===== config.mk =====
export PLATFORM = sky130hd
export DESIGN_NAME = multicycle_controller
export DESIGN_NICKNAME = d
export VERILOG_FILES = /design/src/rtl/multicycle_controller_pkg.sv /design/src/rtl/mc_output_decoder.sv /design/src/rtl/multicycle_controller.sv
export SDC_FILE = /design/constraint.sdc
export NUM_CORES = 1
export LEC_CHECK = 0
export CAP_MARGIN = 25
export CORE_MARGIN = 5
export CORE_UTILIZATION = 38
export DETAILED_ROUTE_END_ITERATION = 10
export GPL_TIMING_DRIVEN = 0
export PLACE_DENSITY = 0.89
export SETUP_SLACK_MARGIN = 0.5
export SYNTH_ARGS = -nofsm -noshare
export SYNTH_HDL_FRONTEND = slang
export SYNTH_SLANG_ARGS = --single-unit

===== constraint.sdc =====
create_clock -name clk -period 3.6 [get_ports clk]
set_input_delay 0.72 -clock clk [delete_from_list [all_inputs] [get_ports clk]]
set_output_delay 0.72 -clock clk [all_outputs]
set_load 0.005 [all_outputs]

===== src/rtl/multicycle_controller_pkg.sv =====
// Shared types and constants for the multicycle datapath controller.
package multicycle_controller_pkg;

  localparam int unsigned STATE_W = 4;
  localparam int unsigned INST_W  = 3;
  localparam int unsigned ALU_W   = 3;
  localparam int unsigned SEL_W   = 2;

  typedef enum logic [STATE_W-1:0] {
    S_INIT      = 4'd0,
    S_FETCH     = 4'd1,
    S_DECODE    = 4'd2,
    S_DP_EXEC   = 4'd3,
    S_DP_WB     = 4'd4,
    S_MEM_ADDR  = 4'd5,
    S_MEM_READ  = 4'd6,
    S_MEM_WB    = 4'd7,
    S_MEM_WRITE = 4'd8,
    S_BRANCH    = 4'd9
  } state_t;

  localparam logic [INST_W-1:0] INST_DP  = 3'b000;
  localparam logic [INST_W-1:0] INST_MEM = 3'b010;
  localparam logic [INST_W-1:0] INST_BR  = 3'b101;

  localparam logic [ALU_W-1:0] ALU_ADD = 3'b000;

  localparam logic [SEL_W-1:0] ALUSRCB_ONE    = 2'b00;
  localparam logic [SEL_W-1:0] ALUSRCB_B      = 2'b01;
  localparam logic [SEL_W-1:0] ALUSRCB_OP2    = 2'b10;
  localparam logic [SEL_W-1:0] ALUSRCB_OFFSET = 2'b11;

  localparam logic [SEL_W-1:0] WDSEL_MDR    = 2'b00;
  localparam logic [SEL_W-1:0] WDSEL_PC     = 2'b01;
  localparam logic [SEL_W-1:0] WDSEL_ALUOUT = 2'b10;

  // Datapath control bundle produced by the output decoder.
  typedef struct packed {
    logic             pc_write;
    logic             iord;
    logic             mem_write;
    logic             mem_read;
    logic             ir_write;
    logic             rr2sel;
    logic             wr_sel;
    logic             reg_write;
    logic             alusrc_a;
    logic             pc_src;
    logic             flag_write;
    logic             alu_op;
    logic [SEL_W-1:0] alusrc_b;
    logic [SEL_W-1:0] wd_sel;
    logic [ALU_W-1:0] alu_ctrl;
    logic             retire;
  } ctrl_t;

  function automatic logic inst_legal(input logic [INST_W-1:0] inst);
    return (inst == INST_DP) || (inst == INST_MEM) || (inst == INST_BR);
  endfunction

endpackage


===== src/rtl/mc_output_decoder.sv =====
// Combinational map from controller state and IR-derived fields to datapath controls.
module mc_output_decoder
  import multicycle_controller_pkg::*;
(
  input  state_t            state,
  input  logic [INST_W-1:0] inst,
  input  logic [ALU_W-1:0]  opc,
  input  logic              i,
  input  logic              l_br,
  input  logic              d,
  input  logic              e,
  output ctrl_t             ctrl
);

  logic skip;

  assign skip = !d || !inst_legal(inst);

  always_comb begin
    ctrl = '0;
    case (state)
      S_FETCH: begin
        ctrl.mem_read = 1'b1;
        ctrl.ir_write = 1'b1;
        ctrl.pc_write = 1'b1;
      end
      S_DECODE: begin
        ctrl.rr2sel   = (inst != INST_MEM);
        ctrl.alusrc_b = ALUSRCB_OFFSET;
        ctrl.retire   = skip;
      end
      S_DP_EXEC: begin
        ctrl.alusrc_a   = 1'b1;
        ctrl.alusrc_b   = i ? ALUSRCB_OP2 : ALUSRCB_B;
        ctrl.alu_op     = 1'b1;
        ctrl.flag_write = 1'b1;
        ctrl.retire     = e;
      end
      S_DP_WB: begin
        ctrl.reg_write = 1'b1;
        ctrl.wd_sel    = WDSEL_ALUOUT;
        ctrl.retire    = 1'b1;
      end
      S_MEM_ADDR: begin
        ctrl.alusrc_a = 1'b1;
        ctrl.alusrc_b = ALUSRCB_OP2;
      end
      S_MEM_READ: begin
        ctrl.mem_read = 1'b1;
        ctrl.iord     = 1'b1;
      end
      S_MEM_WB: begin
        ctrl.reg_write = 1'b1;
        ctrl.wd_sel    = WDSEL_MDR;
        ctrl.retire    = 1'b1;
      end
      S_MEM_WRITE: begin
        ctrl.mem_write = 1'b1;
        ctrl.iord      = 1'b1;
        ctrl.retire    = 1'b1;
      end
      S_BRANCH: begin
        ctrl.pc_write  = 1'b1;
        ctrl.pc_src    = 1'b1;
        ctrl.reg_write = l_br;
        ctrl.wr_sel    = 1'b1;
        ctrl.wd_sel    = WDSEL_PC;
        ctrl.retire    = 1'b1;
      end
      default: ;
    endcase
    // ALU runs the IR opcode only when the decoder hands it over; otherwise it adds.
    ctrl.alu_ctrl = ctrl.alu_op ? opc : ALU_ADD;
  end

endmodule


===== src/rtl/multicycle_controller.sv =====
// Multicycle instruction-sequencing controller: state register, next-state logic, output decoder.
module multicycle_controller
  import multicycle_controller_pkg::*;
(
  input  logic       clk,
  input  logic       rst_n,
  input  logic [2:0] Inst,
  input  logic [2:0] OPC,
  input  logic       I,
  input  logic       L_tr,
  input  logic       L_br,
  input  logic       D,
  input  logic       E,
  output logic       PCWrite,
  output logic       IorD,
  output logic       MemWrite,
  output logic       MemRead,
  output logic       IRWrite,
  output logic       RR2sel,
  output logic       WRsel,
  output logic       RegWrite,
  output logic       ALUsrcA,
  output logic       PCsrc,
  output logic       flag_write,
  output logic       ALUop,
  output logic [1:0] ALUsrcB,
  output logic [1:0] WDsel,
  output logic [2:0] ALUctrl,
  output logic       retire
);

  state_t state_q;
  state_t state_d;
  ctrl_t  ctrl;
  logic   skip;

  assign skip = !D || !inst_legal(Inst);

  always_ff @(posedge clk or negedge rst_n) begin
    if (!rst_n) begin
      state_q <= S_INIT;
    end else begin
      state_q <= state_d;
    end
  end

  // Next-state sequencing; IR fields are stable from DECODE onward.
  always_comb begin
    state_d = S_INIT;
    case (state_q)
      S_INIT:     state_d = S_FETCH;
      S_FETCH:    state_d = S_DECODE;
      S_DECODE: begin
        if (skip)                  state_d = S_FETCH;
        else if (Inst == INST_DP)  state_d = S_DP_EXEC;
        else if (Inst == INST_MEM) state_d = S_MEM_ADDR;
        else                       state_d = S_BRANCH;
      end
      S_DP_EXEC:  state_d = E ? S_FETCH : S_DP_WB;
      S_MEM_ADDR: state_d = L_tr ? S_MEM_READ : S_MEM_WRITE;
      S_MEM_READ: state_d = S_MEM_WB;
      S_DP_WB,
      S_MEM_WB,
      S_MEM_WRITE,
      S_BRANCH:   state_d = S_FETCH;
      default:    state_d = S_INIT;
    endcase
  end

  mc_output_decoder u_dec (
    .state (state_q),
    .inst  (Inst),
    .opc   (OPC),
    .i     (I),
    .l_br  (L_br),
    .d     (D),
    .e     (E),
    .ctrl  (ctrl)
  );

  assign PCWrite    = ctrl.pc_write;
  assign IorD       = ctrl.iord;
  assign MemWrite   = ctrl.mem_write;
  assign MemRead    = ctrl.mem_read;
  assign IRWrite    = ctrl.ir_write;
  assign RR2sel     = ctrl.rr2sel;
  assign WRsel      = ctrl.wr_sel;
  assign RegWrite   = ctrl.reg_write;
  assign ALUsrcA    = ctrl.alusrc_a;
  assign PCsrc      = ctrl.pc_src;
  assign flag_write = ctrl.flag_write;
  assign ALUop      = ctrl.alu_op;
  assign ALUsrcB    = ctrl.alusrc_b;
  assign WDsel      = ctrl.wd_sel;
  assign ALUctrl    = ctrl.alu_ctrl;
  assign retire     = ctrl.retire;

endmodule


==> results of run 1 <==
[where the power goes]
part	switching (mW)	internal (mW)	total, mW
Sequential	0.0242	0.0632	0.0874
Combinational	0.208	0.300	0.507
Clock	0.0181	0.0373	0.0553
[critical path: stages]
cell,delay (ns)
sky130_fd_sc_hd__dlygate4sd2_1,0.25
sky130_fd_sc_hd__or3b_2,0.45
sky130_fd_sc_hd__a31oi_1,0.16
sky130_fd_sc_hd__o21ai_1,0.09
sky130_fd_sc_hd__clkdlybuf4s50_1,0.45
[cell families (layout without fill, tap and decap cells)]
group           count (synthesis)  after routing  synth area share [%]
flops                           4              4                  19.2
compound gates                 16             16                  21.3
buf+inv                        10             45                  14.4
xor+xnor                        1              1                  1.68
simple gates                   33             33                  41.5
mux                             1              1                  1.92
[cells in the final DEF (no fill, tap or decap), drive strengths merged, types with 2 or more instances in the layout]
| cell type | synthesis | layout |
|---|---|---|
| a21o | 2 | 2 |
| a21oi | 3 | 3 |
| and2 | 3 | 3 |
| buf | 7 | 7 |
| clkbuf | 0 | 3 |
| clkdlybuf4s50 | 0 | 29 |
| dfrtp | 4 | 4 |
| dlymetal6s2s | 0 | 2 |
| inv | 3 | 3 |
| nand2 | 2 | 2 |
| nand3 | 2 | 2 |
| nor2 | 5 | 5 |
| nor2b | 2 | 2 |
| nor3 | 5 | 5 |
| nor3b | 2 | 2 |
| o21ai | 2 | 2 |
| or2b | 3 | 3 |
[synthesized netlist by cell type, drive strengths merged (2+ instances only)]
| library cell | instances |
|---|---|
| o21ai | 2 |
| nor2b | 2 |
| buf | 7 |
| inv | 3 |
| or2b | 3 |
| dfrtp | 4 |
| nand2 | 2 |
| a21oi | 3 |
| nand3 | 2 |
| nor2 | 5 |
| nor3b | 2 |
| a21o | 2 |
| and2 | 3 |
| nor3 | 5 |
[layout make-up]
cell class                      count  area, µm²  share of cell area (%)
Multi-Input combinational cell     51        347                    39.1
Inverter                            3       11.3                    1.27
Tap cell                           15       18.8                    2.12
Buffer                              7       63.8                    7.19
Clock buffer                        3       22.5                    2.54
Timing Repair Buffer               32        324                    36.5
Sequential cell                     4        100                    11.3
[layer usage]
metal  part of all wire [%]  vias to the layer above
met1                     41                      274
met2                     49                       30
met5                      0                        -
met3                     10                        0
met4                      0                        0
li1                       -                      305
[worst max-delay path by stage]
stage | to | cells after the start | slack [ns] | start
after floorplan | retire | 3 | 1.48 | Inst[2]
after global placement | retire | 5 | 0.52 | D
after detailed placement | retire | 5 | 0.51 | D
after global routing | retire | 5 | 0.68 | D
after CTS | retire | 5 | 0.52 | Inst[2]
final | retire | 5 | 0.76 | D
==> flow_summary.ini, run 1 <==
[timing]
final_max_slew_viol_count = 0
timing.final.crit_share_pct = 78.8
layout_setup_ws_ns = 0.764
fin_hold_ws_ns = 0.684
setup_repair_after_global_routing_missed_its_margin = no
final_hold_viol_count = 0
relSlewSlack_pct = 77.9
worst_pin_slew_ns = 0.330
finClkSkew_ns = 0.00613
maxClockFrequency_ghz = 0.353
period_needed_ns = 2.84
setup_tns_ns = 0
final-setup-viol-count = 0

[grt]
grt_antenna_before_repair = 0
first_global_vias = 551
pin_count_of_the_biggest_net_entering_global_routing = 11
grt_use_met1_pct = 19.5
met3_usage_pct = 7.28
global_route.peak_usage_layer = met2
global_route.usage.total_pct = 15.8
grt_use_met2_pct = 26.0
overflow = 0
wire_length_of_the_first_global_routing_pass_um = 2460

[cells_and_area]
largest_reg_flops = 4
post-route-cell-area_um2 = 887
most_flops_register = state_q
final_core_util_pct = 68.2
finalNonFillerCells = 115
antenna_cells = 0
flow.area_growth_from_synthesis_pct = 70.0
reg_top3 = state_q: 4 flops
design.final.nets = 115
layout-drive-gt1-share_pct = 14.0
fillers = 126

[hold_path]
min_path_type = primary input to async pin

[setup_path]
ff2ff_path_depth = 4
largest_driver_fanout_on_the_critical_path = 4
worstPathArrival_ns = 2.12
rr_startpoint = state_q[2]
end_kind = primary output
critical_path_required_ns = 2.88
endpoint_of_the_most_critical_register_to_register_path = state_q[0]
start_kind = primary input
worstSetupPathType = primary input to primary output
timing.reg2reg.setup_slack_ns = 2.32

[synthesis]
ys_top_cells_by_area = sky130_fd_sc_hd__dfrtp_1 (19%), sky130_fd_sc_hd__buf_6 (6.5%), sky130_fd_sc_hd__buf_4 (5.8%)
synth.net_count = 78
syn_area_per_cell_um2 = 8.03
synth-main-ff-cell = sky130_fd_sc_hd__dfrtp_1
synthDominantAreaCellType = sky130_fd_sc_hd__dfrtp_1
yosys_warnings = 0
syn-cell-area_um2 = 522
synth_edf_count = 0
synth.ff_latch_count = 4
netlist_instances = 65
synth-async-reset-ratio_pct = 100
ys_types = 37
synth_largest_type_area_fraction_pct = 19.2
ys_seq_area_share_pct = 19.2

[place]
dpl-instance-area_um2 = 861
dp_worst_setup_slack_ns = 0.514
hpwl_um = 1230
dp.cells = 112
io_buffers = 32
globalplace.congestion = 0.799

[floorplanning]
floorplan.core_area_mm2 = 0.00130
ios = 33
floorplan.initialDensity_pct = 40.1
rows = 13
design.die.area_mm2 = 0.00221
chipHeight_um = 47.1
die_width_um = 47.1

[power_and_ir_drop]
static-leakage-power_nw = 0.374
power.density_cell_area_mw_per_mm2 = 733
ir_worst_vdd_mv = 0.346
post-layout-total-power_mw = 0.650

[route]
dr.pass1.iters = 4
dr_total_vias = 609
drt-initial-drc-count = 9
route.antenna.remaining_nets = 0
route.final.wire_length_um = 1500
routedWlPerCell_um = 13.0
drt-vias-per-instance = 5.30
drc = 0

[clock_tree]
cts_made_buffers = 3
clock_latency_ns = 0.23
postCtsSetupBuffers = 0
post_cts.resized_instances = 1
cts_max_level = 1
cts.path.max_buffers = 2
tritoncts_clock_tree = done
cts.hold.buffers_added = 0
cts.sink_count = 4
cts_root_buffer = sky130_fd_sc_hd__clkbuf_4
clkTransAtPathRegs_ns = 0.04

[status]
run_status = complete, no violations

[flow_run]
drv.max_cap_violation_count = 0
(Power assumes the default switching activity.)
==> run 2: changes to the inputs <==
--- a/config.mk
+++ b/config.mk
@@ -7,10 +7,10 @@
 export LEC_CHECK = 0
 export CAP_MARGIN = 25
 export CORE_MARGIN = 5
-export CORE_UTILIZATION = 38
+export CORE_UTILIZATION = 32
 export DETAILED_ROUTE_END_ITERATION = 10
 export GPL_TIMING_DRIVEN = 0
-export PLACE_DENSITY = 0.89
+export PLACE_DENSITY = 0.81
 export SETUP_SLACK_MARGIN = 0.5
 export SYNTH_ARGS = -nofsm -noshare
 export SYNTH_HDL_FRONTEND = slang
==> constraint.sdc (replaced) <==
create_clock -name clk -period 2.5 [get_ports clk]
set_input_delay 0.5 -clock clk [delete_from_list [all_inputs] [get_ports clk]]
set_output_delay 0.5 -clock clk [all_outputs]
set_load 0.005 [all_outputs]
==> run 2 against run 1 <==
  * Power is 110% higher
  * Hold slack worse by 0.23 ns
  * Critical path type is now flip-flop to primary output
  * Core utilization is 8.6 points higher
  * Largest cell class unchanged
  * Clock-buffer cell count stayed put
==> flow_summary.ini, run 2 (synthesized netlist as in run 1, its figures left out) <==
[clock_tree]
cts_root_buffer = sky130_fd_sc_hd__clkbuf_4
cts.sink_count = 4
cts_made_buffers = 3
cts.path.max_buffers = 2
cts_max_level = 1
clkTransAtPathRegs_ns = 0.04
clock_latency_ns = 0.24
tritoncts_clock_tree = done
cts.hold.buffers_added = 0

[cells_and_area]
design.final.nets = 142
layout_commonest_cell = sky130_fd_sc_hd__buf_4
flow.area_growth_from_synthesis_pct = 124
most_flops_register = state_q
post-route-cell-area_mm2 = 0.00117
reg_top3 = state_q: 4 flops
fillers = 107
finalNonFillerCells = 143
highest_count_cells_in_the_layout_ignoring_fill_and_taps = sky130_fd_sc_hd__buf_4 (22), sky130_fd_sc_hd__buf_6 (13), sky130_fd_sc_hd__dlygate4sd2_1 (12)
antenna_cells = 0
layout-drive-gt1-share_pct = 53.5
largest_reg_flops = 4

[route]
dr_total_vias = 733
route.antenna.remaining_nets = 0
routedWlPerCell_um = 15.4
drt-vias-per-instance = 5.13
dr.pass1.iters = 4
route.final.wire_length_um = 2200
drt-initial-drc-count = 10
drc = 0

[timing]
timing.final.crit_share_pct = 85.4
setup_repair_after_global_routing_missed_its_margin = yes
worst_pin_slew_ns = 0.258
relSlewSlack_pct = 82.7
final-setup-viol-count = 0
setup_tns_ns = 0
maxClockFrequency_ghz = 0.468
finClkSkew_ns = 0.00484
period_needed_ns = 2.14
final_hold_viol_count = 0
final_max_slew_viol_count = 0

[status]
run_status = complete, no violations

[setup_path]
critical_path.top_delay_family = buffers and inverters
start_kind = flip-flop
end_kind = primary output
timing.reg2reg.setup_slack_ns = 0.94
critical_path_required_ns = 2.00
worstPathArrival_ns = 1.64
largest_driver_fanout_on_the_critical_path = 3
timing.critical_path.mode_cell = sky130_fd_sc_hd__buf_6
worst-path-buf-inv = 4
critPathMaxStageDelay_ns = 0.42
worstSetupPathType = flip-flop to primary output
rr_startpoint = state_q[3]
timing.critical_path.cells = buf_6 -> nor4b_4 -> buf_4 -> buf_6 -> a31oi_4 -> o21ai_1 -> buf_2
cpMaxStageDelayCell = sky130_fd_sc_hd__dfrtp_2
endpoint_of_the_most_critical_register_to_register_path = state_q[3]
ff2ff_path_depth = 7

[place]
hpwl_um = 1230
dpl-instance-area_um2 = 862
io_buffers = 32
globalplace.congestion = 0.784
dp.cells = 113

[floorplanning]
ios = 33
die_width_um = 50.4
floorplan.initialDensity_pct = 34.2
floorplan.core_area_mm2 = 0.00152
design.die.area_mm2 = 0.00254
chipHeight_um = 50.4
rows = 14

[grt]
grt_antenna_before_repair = 0
first_global_vias = 708
pin_count_of_the_biggest_net_entering_global_routing = 11
overflow = 0
wire_length_of_the_first_global_routing_pass_um = 3120
global_route.usage.total_pct = 15.9

[power_and_ir_drop]
power.density_cell_area_mw_per_mm2 = 1170
ir_worst_vdd_mv = 0.539
static-leakage-power_nw = 0.588

[flow_run]
drv.max_cap_violation_count = 0

[hold_path]
min_path_type = primary input to async pin
## run 2: cell count changes in the layout (fill, tap and decap cells not counted), moves of 4 or more
cell,previous run,this run
sky130_fd_sc_hd__clkbuf_2,0,5
sky130_fd_sc_hd__clkdlybuf4s50_1,29,8
sky130_fd_sc_hd__dlygate4sd2_1,1,12
sky130_fd_sc_hd__buf_2,0,4
sky130_fd_sc_hd__buf_6,3,13
sky130_fd_sc_hd__buf_4,4,22
## run 2: layer usage
metal	wire length, µm	GRT usage, %	part of all wire (%)	vias to the layer above
li1	-	-	-	363
met1	814	17.5	37	336
met2	1170	27.6	53	27
met3	156	4.14	7.1	7
met4	59	8.51	2.7	0
met5	0	0	0	-
## run 2: how the worst max path moves through the flow
stage / startpoint / end / slack [ns] / cells after the start
4_1_cts: state_q[0] / retire / 0.31 / 7
5_1_grt: state_q[3] / retire / 0.27 / 7
3_5_place_dp: D / retire / -0.18 / 5
6_report: state_q[3] / retire / 0.36 / 7
3_3_place_gp: D / retire / -0.14 / 5
2_1_floorplan: Inst[2] / retire / 0.82 / 3
## run 2: what timing repair did
item,CTS,global route
buffers inserted,16,11
gates resized for setup,52,35
setup endpoints to repair,20,12
pin swaps,8,10
## run 2: power breakdown
| part | switching [mW] | total (mW) | internal, mW | leakage, nW |
|---|---|---|---|---|
| Sequential | 0.0286 | 0.122 | 0.0930 | 0.0481 |
| Combinational | 0.476 | 1.16 | 0.684 | 0.526 |
| Clock | 0.0283 | 0.0821 | 0.0538 | 0.0138 |
## run 2: layout make-up
cell class | count | area (µm²) | share of cell area [%]
sequential | 4 | 103 | 8.77
multi-input combinational | 51 | 440 | 37.6
inverter | 3 | 11.3 | 0.963
clock buffer | 3 | 22.5 | 1.93
tap | 16 | 20.0 | 1.71
timing repair buffer | 59 | 505 | 43.2
buffer | 7 | 67.6 | 5.78
## run 2: through the flow
stage / utilization (%) / setup slack, ns / power, mW / hold slack [ns]
6_report: 76.8 / 0.365 / 1.36 / 0.451
5_1_grt: 76.8 / 0.265 / 1.46 / 0.470
4_1_cts: 68.0 / 0.307 / 1.11 / 0.459
3_5_place_dp: 56.6 / -0.180 / 0.862 / 0.708
3_3_place_gp: 56.6 / -0.145 / 0.852 / 0.705
2_1_floorplan: - / 0.816 / 0.517 / 0.204
